===== config.mk =====
export PLATFORM = sky130hd
export DESIGN_NAME = rand_server
export DESIGN_NICKNAME = d
export VERILOG_FILES = /design/src/rtl/rand_server.sv
export SDC_FILE = /design/constraint.sdc
export NUM_CORES = 1
export LEC_CHECK = 0
export BUFFER_PORTS_ARGS = -buffer_cell sky130_fd_sc_hd__buf_2
export CAP_MARGIN = 5
export CORE_MARGIN = 5
export CORE_UTILIZATION = 60
export CTS_CLUSTER_DIAMETER = 40
export DETAILED_ROUTE_END_ITERATION = 8
export PLACE_DENSITY = 0.89
export RECOVER_POWER = 25
export SYNTH_ARGS = -nofsm -noshare
export SYNTH_HDL_FRONTEND = slang
export SYNTH_SLANG_ARGS = --single-unit

===== constraint.sdc =====
create_clock -name clk -period 4.89 [get_ports clk]
set_clock_uncertainty 0.15 [all_clocks]
set_input_delay 0.978 -clock clk [delete_from_list [all_inputs] [get_ports clk]]
set_output_delay 0.978 -clock clk [all_outputs]
set_load 0.005 [all_outputs]

===== src/rtl/rand_server.sv =====
// rand_server: one free-running Galois LFSR shared round-robin among requesters,
// each grant returning a value reduced to [0, limit) by bounded rejection sampling.
module rand_server #(
  parameter int N_REQ = 4,
  parameter int LEN = 16,
  parameter logic [LEN-1:0] TAPS = 16'hB400,
  parameter logic [LEN-1:0] SEED = 16'hACE1,
  parameter int OUT_W = 8,
  parameter int MAX_TRY = 4
) (
  input  logic                   clk,
  input  logic                   rst,
  input  logic [N_REQ-1:0]       req,
  input  logic [N_REQ*OUT_W-1:0] limit,
  output logic [N_REQ-1:0]       ack,
  output logic [OUT_W-1:0]       rnd_data,
  output logic                   busy
);
  localparam int IW = $clog2(N_REQ);
  localparam int TW = $clog2(MAX_TRY + 1);
  localparam logic [LEN-1:0] SEED0 = (SEED == '0) ? LEN'(1) : SEED;
  typedef enum logic [1:0] {IDLE, LOAD, DRAW, RESP} state_t;
  state_t state, state_nx;
  logic [LEN-1:0] lfsr;
  logic [IW-1:0] ptr, g, g_nx;
  logic [OUT_W-1:0] lim, mask, mask_nx, v;
  logic [TW-1:0] t;
  logic hit, ok, last;
  int j;
  // Scan downward so the requester closest at/after ptr is the last writer and wins.
  always_comb begin
    g_nx = ptr;
    hit = 1'b0;
    j = 0;
    for (int i = N_REQ - 1; i >= 0; i--) begin
      j = int'(ptr) + i;
      if (j >= N_REQ) j = j - N_REQ;
      if (req[j]) begin
        g_nx = IW'(j);
        hit = 1'b1;
      end
    end
  end
  // Smearing lim-1 rightward gives the smallest 2^k-1 covering it; lim=0 wraps to all ones.
  always_comb begin
    mask_nx = lim - OUT_W'(1);
    for (int i = 1; i < OUT_W; i++) mask_nx = mask_nx | (mask_nx >> i);
  end
  assign v = lfsr[OUT_W-1:0] & mask;
  assign ok = (lim == '0) || (v < lim);
  assign last = t == TW'(MAX_TRY - 1);
  always_comb begin
    state_nx = state;
    unique case (state)
      IDLE: state_nx = hit ? LOAD : IDLE;
      LOAD: state_nx = DRAW;
      DRAW: state_nx = (ok || last) ? RESP : DRAW;
      RESP: state_nx = IDLE;
    endcase
  end
  always_ff @(posedge clk or negedge rst) begin
    if (!rst) begin
      state <= IDLE;
      lfsr <= SEED0;
      ptr <= '0;
      g <= '0;
      lim <= '0;
      mask <= '0;
      t <= '0;
      rnd_data <= '0;
    end else begin
      state <= state_nx;
      lfsr <= {1'b0, lfsr[LEN-1:1]} ^ (lfsr[0] ? TAPS : '0);
      if (state == IDLE && hit) begin
        g <= g_nx;
        lim <= limit[g_nx*OUT_W +: OUT_W];
      end
      if (state == LOAD) begin
        mask <= mask_nx;
        t <= '0;
      end
      if (state == DRAW) begin
        if (ok) rnd_data <= v;
        else if (last) rnd_data <= v - lim;
        else t <= t + TW'(1);
      end
      if (state == RESP) ptr <= (g == IW'(N_REQ - 1)) ? '0 : g + IW'(1);
    end
  end
  assign ack = (state == RESP) ? (N_REQ'(1) << g) : '0;
  assign busy = state != IDLE;
endmodule


==> summary.md <==
| Metric | Value |
|---|---|
| Mapped Area | `2880 um^2` |
| Final worst-path cycle share | `60.9%` |
| Buffers plus inverters on the worst setup path | `1` |
| Rel. slew slack | `-65.7%` |
| Placed cell count | `376` |
| First-pass GRT wire length | `10600 um` |
| Failing checks | `capacitance limit, slew limit` |
| Drt wl/cell | `16.0 um` |
| Post-synthesis net count | `338` |
| Fill cell count | `345` |
| CP top delay family | `buffers and inverters` |
| Crit path arrival time | `2.73 ns` |
| Worst path cell trace | `clkbuf_1` |
| CP max stage delay | `1.74 ns` |
| Post-synth top flop | `dfrtp_1` |
| Initial DRC Count | `206` |
| PwrDens | `505 nW/um^2` |
| Register bit total from synthesis | `49` |
| Unique masters post-synth | `50` |
| Final setup viols | `0` |
| Mean post-synth cell area | `10.4 um^2` |
| Final std cells w/o fill | `384` |
| Final Hold Fails | `0` |
| Die span in y | `79.3 um` |
| Count leader, synth | `dfrtp_1` |
| CP max FO | `49` |
| Sink Count | `49` |
| Share of layout cells above drive strength 1 | `24.8%` |
| CP Launch Type | `input pin` |
| Post-CTS resize count | `0` |
| ANT nets after route | `0` |
| MaxCap Viol Count | `1` |
| DRC viols | `0` |
| Die width | `79.3 um` |
| Post-CTS Hold Fix Bufs | `0` |
| Worst-case clock buffer depth | `2` |
| Overall power | `1.65 mW` |
| Lkg Pwr | `1.58 nW` |
| Yosys warns | `0` |
| Placement Cell Area | `3170 um^2` |
| CTS root buffer | `clkbuf_8` |
| Post-synth EDFFs | `0` |
| Core area | `4690 um^2` |
| Worst Tran Pin Value | `2.48 ns` |
| Sequential cell area | `1240 um^2` |
| Fmax | `0.336 GHz` |
| Post-detailed-routing wire length | `6140 um` |
| Post-synth top area cell | `dfrtp_1` |
| GPL Wtd Cong | `0.952` |
| Number of H-tree levels | `2` |
| GRT Overall Usage | `21.5%` |
| RSZ-0062 raised after global routing | `no` |
| Syn Inst Count | `278` |
| Layout area overhead | `13.3%` |
| Seq/Total Area, Yosys | `43.0%` |
| Number of diodes | `0` |
| CTS tree | `built` |
| Initial antenna violation count | `0` |
| Largest cells by area after synthesis | `dfrtp_1, ha_1, mux2i_1` |
| Post-CTS Repair Setup Buffers | `0` |
| Row count | `25` |
| Min-delay worst type | `flop to flop` |
| Io pins | `51` |
| Worst vdd ir | `0.267 mV` |
| Worst hold slack | `0.206 ns` |
| Design Area, Final | `3260 um^2` |
| Worst-skew pair later-pin latency | `0.31 ns` |
| Top-area cell type share of the netlist area | `35.7%` |
| Critical Path RT | `4.65 ns` |
| Port Buffers | `50` |
| DRT Pass-1 Iters | `4` |
| Fin Setup TNS | `0 ns` |
| Synth top cells by count | `dfrtp_1, mux2i_1, ha_1, nor2_1, a21oi_1` |
| Layout Nets | `389` |
| Area of the multi-input gates | `1540 um^2` |
| Critical path class | `input pin to asynchronous set/reset pin` |
| CP endpoint kind | `asynchronous set/reset pin` |
| Largest net degree at the start of global routing | `50` |
| DP HPWL | `4710 um` |
| Pins Over Slew Limit | `50` |
| Full die area | `6280 um^2` |
| Vias in the first global route | `2312` |
| Slowest CP cell | `clkbuf_1` |
| Grt ovf | `0` |
| Vias per cell | `5.81` |
| Total CTS buffers | `5` |
| CTS clock-pin slew for the worst setup and hold paths | `0.09 ns` |
| Vias | `2230` |
| Post-synth ARST share | `100%` |
| Outcome | `finished, violations left` |
| Initial core utilization | `61.3%` |
| Final min period | `2.98 ns` |
logic make-up after synthesis:
| kind of cell | Yosys count | synth area share [%] |
|---|---|---|
| buffers and inverters | 25 | 3.70 |
| XOR/XNOR | 11 | 3.35 |
| AO/OA/AOI/OAI | 59 | 13.6 |
| adder cells (fa/ha/maj) | 22 | 9.83 |
| AND/OR/NAND/NOR | 77 | 14.0 |
| multiplexers | 35 | 12.6 |
| flip-flops | 49 | 43.0 |
layout by cell type, fill, tap and decap left out, types with 10 or more instances in the layout:
| cell type | synthesis | layout |
|---|---|---|
| nor2_1 | 21 | 21 |
| dfrtp_1 | 41 | 41 |
| mux2i_1 | 26 | 26 |
| buf_2 | 1 | 49 |
| and2_1 | 10 | 10 |
| o21ai_0 | 10 | 10 |
| nand2_1 | 14 | 14 |
| inv_1 | 18 | 18 |
| ha_1 | 21 | 21 |
| a21oi_1 | 19 | 19 |
state kept, by name, summed over array words and instances (netlist names):
signal    cells
lfsr         16
mask          8
t             3
ptr           2
lim           8
state         2
g             2
rnd_data      8
worst paths after layout:
check	startpoint	to	slack (ns)	cells after the start
max	rst	lim[3]	1.91	1
min	lfsr[12]	lfsr[11]	0.21	0
max reg2reg	lfsr[0]	rnd_data[4]	1.92	9
min reg2reg	lfsr[12]	lfsr[11]	0.21	0
max in group clk	lfsr[0]	rnd_data[4]	1.92	9
min in group asynchronous	rst	rnd_data[1]	1.28	1
layer usage:
| metal | vias up | GRT usage, % | wire length (um) |
|---|---|---|---|
| li1 | 1083 | - | - |
| met1 | 1075 | 26.4 | 2640 |
| met2 | 63 | 38.6 | 3140 |
| met3 | 9 | 3.17 | 262 |
| met4 | 0 | 6.87 | 103 |
| met5 | - | 0 | 0 |
where the power goes:
| part | internal (mW) | switching [mW] |
|---|---|---|
| clock network | 0.102 | 0.141 |
| registers | 0.513 | 0.101 |
| logic | 0.355 | 0.434 |
| total | 0.970 | 0.675 |
through the flow:
stage / utilization, % / worst slack, ns
3_5_place_dp: 67.6 / 2.02
5_1_grt: 69.5 / 1.29
4_1_cts: 69.5 / 2.00
2_1_floorplan: - / 2.14
6_report: 69.5 / 1.91
3_3_place_gp: 67.6 / 2.12
layout make-up:
| type | instances | area share, % |
|---|---|---|
| timing repair buffer | 51 | 7.87 |
| tap | 54 | 2.07 |
| inverter | 18 | 2.07 |
| sequential | 49 | 37.9 |
| multi-input combinational | 204 | 47.3 |
| clock buffer | 5 | 2.11 |
| clock inverter | 3 | 0.691 |
No activity file was read; power rests on OpenSTA's default activity.
